### config.mk
export PLATFORM = sky130hd
export DESIGN_NAME = mul_div_unit
export DESIGN_NICKNAME = d
export VERILOG_FILES = /design/src/rtl/mul_div_unit.sv
export SDC_FILE = /design/constraint.sdc
export NUM_CORES = 1
export LEC_CHECK = 0
export CAP_MARGIN = 0
export CORE_AREA = 8 8 183 185
export CTS_BUF_LIST = sky130_fd_sc_hd__clkbuf_4 sky130_fd_sc_hd__clkbuf_8
export DETAILED_ROUTE_END_ITERATION = 16
export DIE_AREA = 0 0 191 193
export GPL_TIMING_DRIVEN = 0
export PLACE_DENSITY = 0.8
export SLEW_MARGIN = 5
export SYNTH_ARGS = -nofsm -noshare
export SYNTH_HDL_FRONTEND = slang
export SYNTH_SLANG_ARGS = --single-unit
### constraint.sdc
create_clock -name CLK -period 8.9 [get_ports CLK]
set_input_delay 1.78 -clock CLK [delete_from_list [all_inputs] [get_ports CLK]]
set_output_delay 1.78 -clock CLK [all_outputs]
set_load 0.01 [all_outputs]
### src/rtl/mul_div_unit.sv
// Iterative MULT/MULTU/DIV/DIVU unit with its own HI/LO pair.
// One shift-add or restoring shift-subtract step per CALC cycle, sign fix-up in FIX.
module mul_div_unit #(
  parameter int WIDTH = 32
) (
  input  logic             CLK,
  input  logic             RST,
  input  logic             Start,
  input  logic [1:0]       Op,
  input  logic [WIDTH-1:0] OperandA,
  input  logic [WIDTH-1:0] OperandB,
  input  logic             HiWre,
  input  logic             LoWre,
  input  logic [WIDTH-1:0] MoveData,
  output logic             Busy,
  output logic             Done,
  output logic             DivByZero,
  output logic [WIDTH-1:0] Hi,
  output logic [WIDTH-1:0] Lo
);

  localparam int CW = (WIDTH > 1) ? $clog2(WIDTH) : 1;

  typedef enum logic [1:0] {
    IDLE = 2'd0,
    CALC = 2'd1,
    FIX  = 2'd2
  } state_t;

  state_t state, state_next;

  logic [CW-1:0]    count;
  logic [WIDTH:0]   acc;         // product high half / partial remainder
  logic [WIDTH-1:0] low;         // multiplier shifting out / quotient shifting in
  logic [WIDTH-1:0] mcand;       // |multiplicand| or |divisor|
  logic             is_div;
  logic             neg_res;
  logic             neg_rem;
  logic             b_zero;
  logic             done_q;
  logic             dbz_q;
  logic [WIDTH-1:0] hi_q;
  logic [WIDTH-1:0] lo_q;

  logic             last_step;
  logic             op_signed;
  logic             a_neg;
  logic             b_neg;
  logic [WIDTH-1:0] abs_a;
  logic [WIDTH-1:0] abs_b;
  logic [WIDTH:0]   mul_sum;
  logic [WIDTH:0]   div_shift;
  logic [WIDTH:0]   div_diff;
  logic [2*WIDTH-1:0] product;
  logic [2*WIDTH-1:0] product_fix;
  logic [WIDTH-1:0] hi_fix;
  logic [WIDTH-1:0] lo_fix;

  assign last_step = (count == CW'(WIDTH - 1));

  // ---------------- state machine ----------------
  always_ff @(posedge CLK or negedge RST) begin
    if (!RST) state <= IDLE;
    else      state <= state_next;
  end

  always_comb begin
    state_next = state;
    case (state)
      IDLE:    if (Start) state_next = CALC;
      CALC:    if (last_step) state_next = FIX;
      FIX:     state_next = IDLE;
      default: state_next = IDLE;
    endcase
  end

  // ---------------- operand preparation ----------------
  always_comb begin
    op_signed = ~Op[0];
    a_neg     = op_signed & OperandA[WIDTH-1];
    b_neg     = op_signed & OperandB[WIDTH-1];
    abs_a     = a_neg ? (~OperandA + 1'b1) : OperandA;
    abs_b     = b_neg ? (~OperandB + 1'b1) : OperandB;
  end

  // ---------------- iteration step ----------------
  always_comb begin
    mul_sum   = low[0] ? (acc + {1'b0, mcand}) : acc;
    div_shift = {acc[WIDTH-1:0], low[WIDTH-1]};
    div_diff  = div_shift - {1'b0, mcand};
  end

  // ---------------- sign correction ----------------
  always_comb begin
    product     = {acc[WIDTH-1:0], low};
    product_fix = neg_res ? (~product + 1'b1) : product;
    if (is_div) begin
      lo_fix = b_zero ? {WIDTH{1'b1}} : (neg_res ? (~low + 1'b1) : low);
      // A zero divisor leaves |A| as remainder, so the dividend-sign fix restores A exactly.
      hi_fix = neg_rem ? (~acc[WIDTH-1:0] + 1'b1) : acc[WIDTH-1:0];
    end else begin
      lo_fix = product_fix[WIDTH-1:0];
      hi_fix = product_fix[2*WIDTH-1:WIDTH];
    end
  end

  // ---------------- datapath ----------------
  always_ff @(posedge CLK or negedge RST) begin
    if (!RST) begin
      count   <= '0;
      acc     <= '0;
      low     <= '0;
      mcand   <= '0;
      is_div  <= 1'b0;
      neg_res <= 1'b0;
      neg_rem <= 1'b0;
      b_zero  <= 1'b0;
    end else begin
      case (state)
        IDLE: begin
          if (Start) begin
            count   <= '0;
            acc     <= '0;
            is_div  <= Op[1];
            neg_res <= a_neg ^ b_neg;
            neg_rem <= a_neg;
            b_zero  <= (OperandB == '0);
            low     <= Op[1] ? abs_a : abs_b;
            mcand   <= Op[1] ? abs_b : abs_a;
          end
        end
        CALC: begin
          count <= count + 1'b1;
          if (is_div) begin
            acc <= div_diff[WIDTH] ? div_shift : div_diff;
            low <= {low[WIDTH-2:0], ~div_diff[WIDTH]};
          end else begin
            acc <= {1'b0, mul_sum[WIDTH:1]};
            low <= {mul_sum[0], low[WIDTH-1:1]};
          end
        end
        default: ;
      endcase
    end
  end

  // ---------------- HI/LO and status ----------------
  always_ff @(posedge CLK or negedge RST) begin
    if (!RST) begin
      hi_q   <= '0;
      lo_q   <= '0;
      done_q <= 1'b0;
      dbz_q  <= 1'b0;
    end else begin
      done_q <= (state == FIX);
      dbz_q  <= (state == FIX) & is_div & b_zero;
      if (state == FIX) begin
        hi_q <= hi_fix;
        lo_q <= lo_fix;
      end else if (state == IDLE && !Start) begin
        if (HiWre) hi_q <= MoveData;
        if (LoWre) lo_q <= MoveData;
      end
    end
  end

  assign Busy      = (state != IDLE);
  assign Done      = done_q;
  assign DivByZero = dbz_q;
  assign Hi        = hi_q;
  assign Lo        = lo_q;

endmodule
Yosys cells after proc, flatten, opt, wreduce, memory -nomap -nowiden. Index checks and enable logic that the tools add are counted.

Memories: 0. Memory bits (read-only): 0. Register bits: 174. Bits in latches: 0. Bits in writable memories: 0.

$lt $le $gt $ge: 0. Reductions and logical operators: 14. Shift-type cells: 0. Divide/modulo/power cells: 0. Equal/unequal tests: 5. Bitwise operators: 12. Add/sub/neg operators: 8. Multipliers: 0. Multiplexer cells: 29.

Operators by type and width (number): two-way mux 32 bit (17); two-way mux 33 bit (4); adder 32 x 1 -> 32 bit, second input constant (4); NOT 32 bit (4); one-hot mux 33 bit (2 select lines) (1); adder 64 x 1 -> 64 bit, second input constant (1); two-way mux 64 bit (1); NOT 64 bit (1); one-hot mux 32 bit (2 select lines) (1); adder 33 x 32 -> 33 bit (1); subtractor 33 x 32 -> 33 bit (1); zero test 32 bit (1); one-hot mux 5 bit (2 select lines) (1); AND reduction 2 bit (5); nonzero test 2 bit (5); adder 5 x 1 -> 5 bit, second input constant (1); == test 5 bit, second input constant (1); two-way mux 5 bit (1); bitwise AND 1 bit (4); two-way mux 2 bit (2); != test 2 bit, second input constant (2); one-hot mux 2 bit (2 select lines) (1); == test 2 x 1 -> 1 bit, second input constant (1); == test 2 bit, second input constant (1); other kinds (5) (6).

Depth between registers and ports, before layout. Gate-level depths: netlist (run 1).

Depth after elaboration: 6. Depth in mapped cells: 21. Depth with buffers taken out: 19.

Least setup slack after synthesis (run 1). OpenSTA, ideal clock, no wires.

Kind: input to register. Start: input port OperandA[12]. End: register low[29]. Setup slack: 4.512 ns. Stages: 9. Required time: 8.759 ns. Buffers on the path: 0. Arrival: 4.247 ns. Path through: or4_1 -> or4b_1 -> or3_1 -> or2_1 -> o41a_1 -> xnor2_1 -> nand2_1 -> o21ai_0 -> o221ai_1.

Longest elaborated chain between the ends: 6.

Ends and longest elaborated chain: from (decl) (line 10) `input logic [WIDTH-1:0] OperandA,`; NOT 32 bit (line 82) `abs_a = a_neg ? (~OperandA + 1'b1) : OperandA;`; adder 32 x 1 -> 32 bit (line 82); two-way mux 32 bit (line 82); two-way mux 32 bit (line 128) `low <= Op[1] ? abs_a : abs_b;`; two-way mux 32 bit (line 121) `if (Start) begin`; one-hot mux 32 bit (2 select lines) (line 119) `case (state)`; to (signal assigned) (line 128); to (signal assigned) (line 136) `low <= {low[WIDTH-2:0], ~div_diff[WIDTH]};`; to (signal assigned) (line 139) `low <= {mul_sum[0], low[WIDTH-1:1]};`; to (decl) (line 34) `logic [WIDTH-1:0] low;`.

Every way passes these cells. The select of a mux whose other input is x is not followed. A chain may end at the register's enable or synchronous reset.

Worst setup path after layout (run 1).
Start: register acc[12]. End: register acc[27].

Longest elaborated chain between the ends: 4.

Ends and longest elaborated chain: from (decl) (line 33) `logic [WIDTH:0] acc;`; from (signal assigned) (line 135) `acc <= div_diff[WIDTH] ? div_shift : div_diff;`; from (signal assigned) (line 138) `acc <= {1'b0, mul_sum[WIDTH:1]};`; adder 33 x 32 -> 33 bit or subtractor 33 x 32 -> 33 bit (tied branches) (line 88, 90); two-way mux 33 bit (on tied branches) (line 88, 135); two-way mux 33 bit * (line 134) `if (is_div) begin`; one-hot mux 33 bit (2 select lines) * (line 119).

Mark *: on every way between the ends. The rest lies on a longest branch, timed or not.

==> results of run 1 <==
==> cell families (layout without fill, tap and decap cells) <==
group | Yosys count | in the layout | share of synthesized area
buf+inv | 194 | 395 | 0.0484
fa+ha+maj | 73 | 73 | 0.0617
compound gates | 686 | 686 | 0.279
mux | 70 | 70 | 0.0478
flops | 174 | 174 | 0.289
simple gates | 562 | 562 | 0.178
xor+xnor | 164 | 164 | 0.0954
==> per-stage QoR <==
step	util	worst slack (ps)	TNS, ps	hold slack, ps	instance area (um^2)
4_1_cts	0.575	3000	0	504	17700
6_report	0.575	2890	0	498	17700
3_3_place_gp	0.559	-1120	-189280	468	17200
5_1_grt	0.575	2550	0	524	17700
3_5_place_dp	0.560	3060	0	473	17300
2_1_floorplan	-	4510	0	444	15000
==> registers in the layout (all words and copies together), names as in the netlist, 2 cells and up <==
name   flops
acc       33
Hi        32
Lo        32
low       32
mcand     32
count      5
state      2
==> cells in the final DEF, fill, tap and decap left out, drive strengths merged, types with 28 or more instances in the layout <==
| cell | netlist | layout |
|---|---|---|
| a211oi | 38 | 38 |
| a21oi | 197 | 197 |
| a31oi | 28 | 28 |
| clkbuf | 110 | 127 |
| clkdlybuf4s50 | 0 | 167 |
| dfrtp | 174 | 174 |
| ha | 71 | 71 |
| inv | 69 | 78 |
| mux2i | 55 | 55 |
| nand2 | 211 | 211 |
| nor2 | 139 | 139 |
| nor3 | 39 | 39 |
| o21ai | 206 | 206 |
| o22ai | 41 | 41 |
| o31ai | 32 | 32 |
| xnor2 | 86 | 86 |
| xor2 | 78 | 78 |
==> metal layers <==
| layer | vias up | share of wire |
|---|---|---|
| li1 | 7391 | - |
| met1 | 7727 | 0.39 |
| met2 | 1105 | 0.44 |
| met3 | 184 | 0.11 |
| met4 | 0 | 0.057 |
| met5 | - | 0 |
==> tightest hold or removal path, delay by kind of cell (launching register included) <==
family          cells  cell delay (ps)
simple gates        1               50
flops               1              370
compound gates      1               60
==> where the power goes <==
part	leakage [nW]	internal (mW)	total [mW]	switching (mW)
clock	0.221	0.230	0.629	0.399
sequential	2.13	1.17	1.74	0.569
combinational	4.80	2.21	5.46	3.25
total	7.15	3.61	7.83	4.22
==> area by class of cell <==
class	count	area [um^2]	area share
Sequential cell	174	4350	0.246
Timing Repair Buffer	169	1710	0.0968
Buffer	123	462	0.0261
Clock buffer	17	234	0.0132
Tap cell	402	503	0.0284
Clock inverter	15	215	0.0121
Multi-Input combinational cell	1555	9970	0.563
Inverter	71	267	0.0150
==> worst max path at each step <==
stage,startpoint,endpoint,slack [ps],cells after the start
floorplan,OperandA[12],low[29]$_DFFE_PN0P_,4510,9
global placement,RST,mcand[12]$_DFFE_PN0P_,-1120,1
detailed placement,acc[12]$_DFFE_PN0P_,acc[27]$_DFFE_PN0P_,3060,18
CTS,acc[12]$_DFFE_PN0P_,acc[27]$_DFFE_PN0P_,3000,18
global route,acc[12]$_DFFE_PN0P_,acc[20]$_DFFE_PN0P_,2550,19
finish,acc[12]$_DFFE_PN0P_,acc[27]$_DFFE_PN0P_,2890,18
==> impl_metrics.xml, run 1 <==
<?xml version="1.0" encoding="UTF-8"?>
<metrics>
  <group name="hold_path">
    <metric name="hold_path_startpoint" unit="">Lo[2]$_DFFE_PN0P_</metric>
    <metric name="whs_path_depth" unit="">2</metric>
    <metric name="min_delay_worst_endpoint" unit="">Lo[2]$_DFFE_PN0P_</metric>
    <metric name="hold_wc_path_type" unit="">reg2reg</metric>
  </group>
  <group name="power_and_ir_drop">
    <metric name="powerDensity" unit="nW/um^2">442</metric>
    <metric name="power_leakage" unit="nW">7.15</metric>
    <metric name="vdd.ir_drop.worst" unit="uV">266</metric>
    <metric name="power.total" unit="mW">7.83</metric>
  </group>
  <group name="floorplanning">
    <metric name="io_pins" unit="">170</metric>
    <metric name="design.die.area" unit="um^2">36900</metric>
    <metric name="fp.dieH" unit="um">193</metric>
    <metric name="floorplan.rows" unit="">65</metric>
    <metric name="core_footprint" unit="um^2">30800</metric>
    <metric name="die_width" unit="um">191</metric>
    <metric name="initial_core_util" unit="">0.488</metric>
  </group>
  <group name="global_route">
    <metric name="met2_routing_resource_usage_after_global_routing" unit="">0.498</metric>
    <metric name="antenna_violations_before_repair" unit="">0</metric>
    <metric name="met1_usage" unit="">0.416</metric>
    <metric name="grt_overflow" unit="">0</metric>
    <metric name="grt-busiest-layer" unit="">met2</metric>
    <metric name="first_global_vias" unit="">15300</metric>
    <metric name="grt_pass1_wl" unit="um">91200</metric>
    <metric name="gr-usage-met3" unit="">0.0646</metric>
    <metric name="grt.total_usage" unit="">0.320</metric>
    <metric name="pin_count_of_the_biggest_net_entering_global_routing" unit="">97</metric>
  </group>
  <group name="clock_network">
    <metric name="ctsLongestPathBuffers" unit="">2</metric>
    <metric name="cts.clk_slew.worst_paths" unit="ps">130</metric>
    <metric name="cts.htree.levels" unit="">4</metric>
    <metric name="cts-root-buf" unit="">clkbuf_8</metric>
    <metric name="cts_repair_resizes" unit="">0</metric>
    <metric name="cts_buffers" unit="">17</metric>
    <metric name="clk_latency" unit="ps">500</metric>
    <metric name="cts_tree" unit="">built</metric>
    <metric name="clock-sinks" unit="">174</metric>
    <metric name="cts_setup_buffers" unit="">0</metric>
    <metric name="cts_hold_bufs" unit="">0</metric>
  </group>
  <group name="sta">
    <metric name="hold_viol" unit="">0</metric>
    <metric name="final-max-slew-violation-count" unit="">0</metric>
    <metric name="final.period_utilization" unit="">0.675</metric>
    <metric name="finalWorstPathRequiredPeriod" unit="ps">6010</metric>
    <metric name="setup_viol" unit="">0</metric>
    <metric name="rsz_0062_raised_after_global_routing" unit="">false</metric>
    <metric name="max-slew-margin-rel" unit="">0.322</metric>
    <metric name="timing.fmax" unit="MHz">167</metric>
    <metric name="skew" unit="ps">27.9</metric>
    <metric name="timing_worst_slew_pin_value" unit="ps">1010</metric>
  </group>
  <group name="logic_synthesis">
    <metric name="area_fraction_of_the_dominant_cell_type_after_synthesis" unit="">0.289</metric>
    <metric name="syn_inst" unit="">1923</metric>
    <metric name="synth_nets" unit="">2099</metric>
    <metric name="number_of_distinct_standard_cells_referenced_by_the_synthesized_netlist" unit="">74</metric>
    <metric name="postSynthAreaPerCell" unit="um^2">7.83</metric>
    <metric name="ys_async_sr_fraction" unit="">1.00</metric>
    <metric name="netlist_area_before_placement" unit="um^2">15000</metric>
    <metric name="synth-seq-area-share" unit="">0.289</metric>
    <metric name="yosys-top-cells-count" unit="">211 x nand2_1, 205 x o21ai_0, 197 x a21oi_1</metric>
    <metric name="synthDominantAreaCellType" unit="">dfrtp_1</metric>
    <metric name="synthTopCellsByArea" unit="">dfrtp_1 29%, o21ai_0 6.8%, a21oi_1 6.6%</metric>
    <metric name="ys_dominant_reg_cell" unit="">dfrtp_1</metric>
    <metric name="synth-edff-count" unit="">0</metric>
    <metric name="synth_warnings" unit="">0</metric>
    <metric name="ys_ff_latch" unit="">174</metric>
    <metric name="yosysMostFrequentCell" unit="">nand2_1</metric>
  </group>
  <group name="route">
    <metric name="drc" unit="">0</metric>
    <metric name="drt-wirelength-per-cell" unit="um">24.0</metric>
    <metric name="drt.antenna.violating_nets" unit="">0</metric>
    <metric name="firstDrtPassIters" unit="">6</metric>
    <metric name="detailedRoute.firstIterationViolations" unit="">1714</metric>
    <metric name="via_per_inst" unit="">6.50</metric>
    <metric name="drt-total-wl" unit="um">60700</metric>
    <metric name="routed-via-count" unit="">16400</metric>
  </group>
  <group name="worst_setup_path">
    <metric name="critPathSlowestCell" unit="">dfrtp_1</metric>
    <metric name="crit_required" unit="ps">9320</metric>
    <metric name="rr_worst_depth" unit="">18</metric>
    <metric name="worst_path_dominant_cell_family" unit="">compound AO/OA/AOI/OAI gates</metric>
    <metric name="worst_r2r_startpoint" unit="">acc[12]$_DFFE_PN0P_</metric>
    <metric name="timing.rr.end" unit="">acc[27]$_DFFE_PN0P_</metric>
    <metric name="setup_slack_reg_to_reg" unit="ps">2890</metric>
    <metric name="crit_arrival" unit="ps">6430</metric>
    <metric name="cp-start-kind" unit="">flip-flop</metric>
    <metric name="worst_path_largest_cell_delay" unit="ps">640</metric>
    <metric name="crit_type" unit="">reg2reg</metric>
    <metric name="cp_cell_sequence" unit="">ha_1, clkbuf_1, a21oi_1, inv_1, a2111oi_0, a21oi_1, a21oi_1, o221ai_1, a21o_1, a21oi_1, o21ai_0, ha_1, clkbuf_1, clkbuf_1, clkbuf_1, o211ai_1, o21ai_0, a32o_1</metric>
    <metric name="timing.critical_path.fanout_max" unit="">10</metric>
    <metric name="timing.critical_path.to_type" unit="">flip-flop</metric>
    <metric name="critPathBufInv" unit="">5</metric>
  </group>
  <group name="finish">
    <metric name="num-fill-cells" unit="">2877</metric>
    <metric name="areaGrowthSynthToFinish" unit="%">17.7</metric>
    <metric name="final-instance-count-excl-fill" unit="">2526</metric>
    <metric name="antenna_cells" unit="">0</metric>
    <metric name="final_layout_size_suffix_gt1_frac" unit="">0.0315</metric>
    <metric name="layout.nets" unit="">2287</metric>
  </group>
  <group name="job">
    <metric name="max_cap_violations" unit="">0</metric>
  </group>
  <group name="placed_design">
    <metric name="port_buffers" unit="">168</metric>
    <metric name="gp_congestion" unit="">1.02</metric>
    <metric name="dp_hpwl" unit="um">48300</metric>
    <metric name="placed_cells_incl_taps" unit="">2494</metric>
  </group>
  <group name="status">
    <metric name="run_status" unit="">finished clean</metric>
  </group>
</metrics>
(Power assumes the default switching activity.)
==> inputs of run 2 (changes only) <==
--- a/config.mk
+++ b/config.mk
@@ -11,7 +11,7 @@
 export DETAILED_ROUTE_END_ITERATION = 16
 export DIE_AREA = 0 0 191 193
 export GPL_TIMING_DRIVEN = 0
-export PLACE_DENSITY = 0.8
+export PLACE_DENSITY = 0.82
 export SLEW_MARGIN = 5
 export SYNTH_ARGS = -nofsm -noshare
 export SYNTH_HDL_FRONTEND = slang
==> constraint.sdc (replaced) <==
create_clock -name CLK -period 5.4 [get_ports CLK]
set_input_delay 1.08 -clock CLK [delete_from_list [all_inputs] [get_ports CLK]]
set_output_delay 1.08 -clock CLK [all_outputs]
set_load 0.01 [all_outputs]
==> run 2 against run 1 <==
  * Power grew 64%
  * Largest power group unchanged
  * Global-route usage hardly changed
  * Setup slack got worse by 2600 ps
  * Fmax grew 17%
  * Final cell count did not move
  * Clock-buffer cell count stayed put
  * Sequential power up 65%
  * Combinational power rose by 64%
  * Largest cell class unchanged
  * Die area did not move
  * Highest routed layer unchanged
  * Sequential share of layout area barely moved
  * Wire length is 0.50% lower
==> impl_metrics.xml, run 2 (synthesized netlist as in run 1, its figures left out) <==
<?xml version="1.0" encoding="UTF-8"?>
<metrics>
  <group name="status">
    <metric name="run_status" unit="">finished clean</metric>
  </group>
  <group name="clock_network">
    <metric name="cts_hold_bufs" unit="">0</metric>
    <metric name="cts_setup_buffers" unit="">0</metric>
    <metric name="clock-sinks" unit="">174</metric>
    <metric name="cts.clk_slew.worst_paths" unit="ps">120</metric>
    <metric name="clk_latency" unit="ps">500</metric>
    <metric name="cts_tree" unit="">built</metric>
    <metric name="cts.htree.levels" unit="">4</metric>
    <metric name="cts_buffers" unit="">17</metric>
    <metric name="cts-root-buf" unit="">clkbuf_8</metric>
    <metric name="ctsLongestPathBuffers" unit="">2</metric>
  </group>
  <group name="global_route">
    <metric name="grt_overflow" unit="">0</metric>
    <metric name="antenna_violations_before_repair" unit="">0</metric>
    <metric name="first_global_vias" unit="">15500</metric>
    <metric name="met2_routing_resource_usage_after_global_routing" unit="">0.482</metric>
    <metric name="grt_pass1_wl" unit="um">91000</metric>
    <metric name="pin_count_of_the_biggest_net_entering_global_routing" unit="">93</metric>
    <metric name="met1_usage" unit="">0.413</metric>
    <metric name="grt.total_usage" unit="">0.320</metric>
    <metric name="gr-usage-met3" unit="">0.0716</metric>
    <metric name="grt-busiest-layer" unit="">met2</metric>
  </group>
  <group name="finish">
    <metric name="areaGrowthSynthToFinish" unit="%">17.7</metric>
    <metric name="num-fill-cells" unit="">2877</metric>
    <metric name="largest_register_ffs" unit="">33</metric>
    <metric name="most_frequent_cells_in_the_layout" unit="">211 x nand2_1, 205 x o21ai_0, 196 x a21oi_1</metric>
    <metric name="final_layout_size_suffix_gt1_frac" unit="">0.0358</metric>
    <metric name="leading_cell_type_in_the_layout_fill_and_taps_excluded" unit="">nand2_1</metric>
    <metric name="regMostFlops" unit="">acc</metric>
    <metric name="layout.nets" unit="">2287</metric>
    <metric name="antenna_cells" unit="">0</metric>
  </group>
  <group name="sta">
    <metric name="timing.fmax" unit="MHz">194</metric>
    <metric name="final.setup.worst_slack" unit="ps">257</metric>
    <metric name="setup-tns-final" unit="ps">0</metric>
    <metric name="final.period_utilization" unit="">0.952</metric>
    <metric name="rsz_0062_raised_after_global_routing" unit="">false</metric>
    <metric name="setup_viol" unit="">0</metric>
    <metric name="timing_worst_slew_pin_value" unit="ps">1020</metric>
    <metric name="max-slew-margin-rel" unit="">0.313</metric>
    <metric name="final-max-slew-violation-count" unit="">0</metric>
    <metric name="hold_viol" unit="">0</metric>
    <metric name="skew" unit="ps">28.9</metric>
    <metric name="finalWorstPathRequiredPeriod" unit="ps">5140</metric>
  </group>
  <group name="worst_setup_path">
    <metric name="crit_arrival" unit="ps">5520</metric>
    <metric name="crit_type" unit="">reg2reg</metric>
    <metric name="timing.critical_path.to_type" unit="">flip-flop</metric>
    <metric name="cp-start-kind" unit="">flip-flop</metric>
    <metric name="timing.critical_path.fanout_max" unit="">10</metric>
    <metric name="crit_required" unit="ps">5780</metric>
  </group>
  <group name="placed_design">
    <metric name="dp_slack" unit="ps">-263</metric>
    <metric name="gp_congestion" unit="">1.04</metric>
    <metric name="dp_hpwl" unit="um">47800</metric>
    <metric name="port_buffers" unit="">168</metric>
  </group>
  <group name="route">
    <metric name="drt.antenna.violating_nets" unit="">0</metric>
    <metric name="via_per_inst" unit="">6.51</metric>
    <metric name="drt-total-wl" unit="um">60400</metric>
    <metric name="routed-via-count" unit="">16400</metric>
    <metric name="drt-wirelength-per-cell" unit="um">23.9</metric>
    <metric name="drc" unit="">0</metric>
    <metric name="firstDrtPassIters" unit="">7</metric>
    <metric name="detailedRoute.firstIterationViolations" unit="">1927</metric>
  </group>
  <group name="hold_path">
    <metric name="hold_wc_path_type" unit="">reg2reg</metric>
  </group>
  <group name="floorplanning">
    <metric name="die_width" unit="um">191</metric>
    <metric name="initial_core_util" unit="">0.488</metric>
    <metric name="design.die.area" unit="um^2">36900</metric>
    <metric name="floorplan.rows" unit="">65</metric>
    <metric name="io_pins" unit="">170</metric>
    <metric name="core_footprint" unit="um^2">30800</metric>
    <metric name="fp.dieH" unit="um">193</metric>
  </group>
  <group name="power_and_ir_drop">
    <metric name="vdd.ir_drop.worst" unit="uV">346</metric>
    <metric name="power_leakage" unit="nW">7.16</metric>
    <metric name="powerDensity" unit="nW/um^2">726</metric>
  </group>
  <group name="job">
    <metric name="max_cap_violations" unit="">0</metric>
  </group>
</metrics>
[run 2: critical path: stages (launching register included)]
cell       delay, ps
dfrtp_1          650
ha_1             390
a21oi_1          170
o21ai_0          130
a2111oi_0        540
a21oi_1          250
a21oi_2          340
o221ai_1         340
a21o_1           260
a21oi_1          160
o21ai_0          120
ha_1             280
clkbuf_1         230
clkbuf_2         340
clkbuf_2         340
nand2_1          100
o21ai_0           90
a21oi_1           90
a22o_1           230
[run 2: area by class of cell]
cell class	count	area [um^2]	share of cell area
clock inverter	15	203	0.0114
timing repair buffer	169	1710	0.0968
buffer	123	469	0.0265
sequential	174	4360	0.246
multi-input combinational	1555	9970	0.563
inverter	71	267	0.0150
tap	402	503	0.0284
clock buffer	17	234	0.0132
[run 2: what timing repair did]
| item | CTS | global route |
|---|---|---|
| gates resized for setup | 3 | 9 |
| cloned | 0 | 0 |
| setup endpoints to repair | 18 | 27 |
[run 2: final timing paths]
path,startpoint,to,slack (ps),cells past startpoint
min in group asynchronous,RST,Hi[27]$_DFFE_PN0P_,600,1
hold / removal,Lo[2]$_DFFE_PN0P_,Lo[2]$_DFFE_PN0P_,490,2
max in group asynchronous,RST,mcand[27]$_DFFE_PN0P_,3870,2
hold reg to reg,Lo[2]$_DFFE_PN0P_,Lo[2]$_DFFE_PN0P_,490,2
setup reg to reg,acc[10]$_DFFE_PN0P_,acc[3]$_DFFE_PN0P_,260,18
setup / recovery,acc[10]$_DFFE_PN0P_,acc[3]$_DFFE_PN0P_,260,18
[run 2: through the flow]
| step | hold WS, ps | util | instance area, um^2 | power, mW | cells |
|---|---|---|---|---|---|
| 2_1_floorplan | 444 | - | 15000 | 8.59 | 1923 |
| 3_3_place_gp | 464 | 0.559 | 17200 | 11.4 | 2493 |
| 5_1_grt | 521 | 0.575 | 17700 | 13.7 | 2526 |
| 3_5_place_dp | 470 | 0.560 | 17300 | 11.5 | 2494 |
| 4_1_cts | 495 | 0.574 | 17700 | 12.6 | 2526 |
| 6_report | 493 | 0.575 | 17700 | 12.9 | 2526 |
[run 2: per-layer routing]
| metal | routed length, um | share of wire | vias to the layer above |
|---|---|---|---|
| met3 | 7000 | 0.12 | 210 |
| met1 | 23700 | 0.39 | 7757 |
| met4 | 3840 | 0.063 | 0 |
| met2 | 25900 | 0.43 | 1082 |
| met5 | 0 | 0 | - |
| li1 | - | - | 7396 |
[run 2: power by group]
group	internal, mW	total [mW]	switching [mW]
Combinational	3.65	8.98	5.32
Sequential	1.93	2.87	0.937
Clock	0.370	1.01	0.639
==> inputs of run 3 (changes only) <==
--- a/config.mk
+++ b/config.mk
@@ -10,6 +10,7 @@
 export CTS_BUF_LIST = sky130_fd_sc_hd__clkbuf_4 sky130_fd_sc_hd__clkbuf_8
 export DETAILED_ROUTE_END_ITERATION = 16
 export DIE_AREA = 0 0 191 193
+export GPL_ROUTABILITY_DRIVEN = 1
 export GPL_TIMING_DRIVEN = 0
 export PLACE_DENSITY = 0.82
 export SLEW_MARGIN = 5
==> results of run 3 <==
The final DEF is identical to that of run 2; final timing and power are the same.
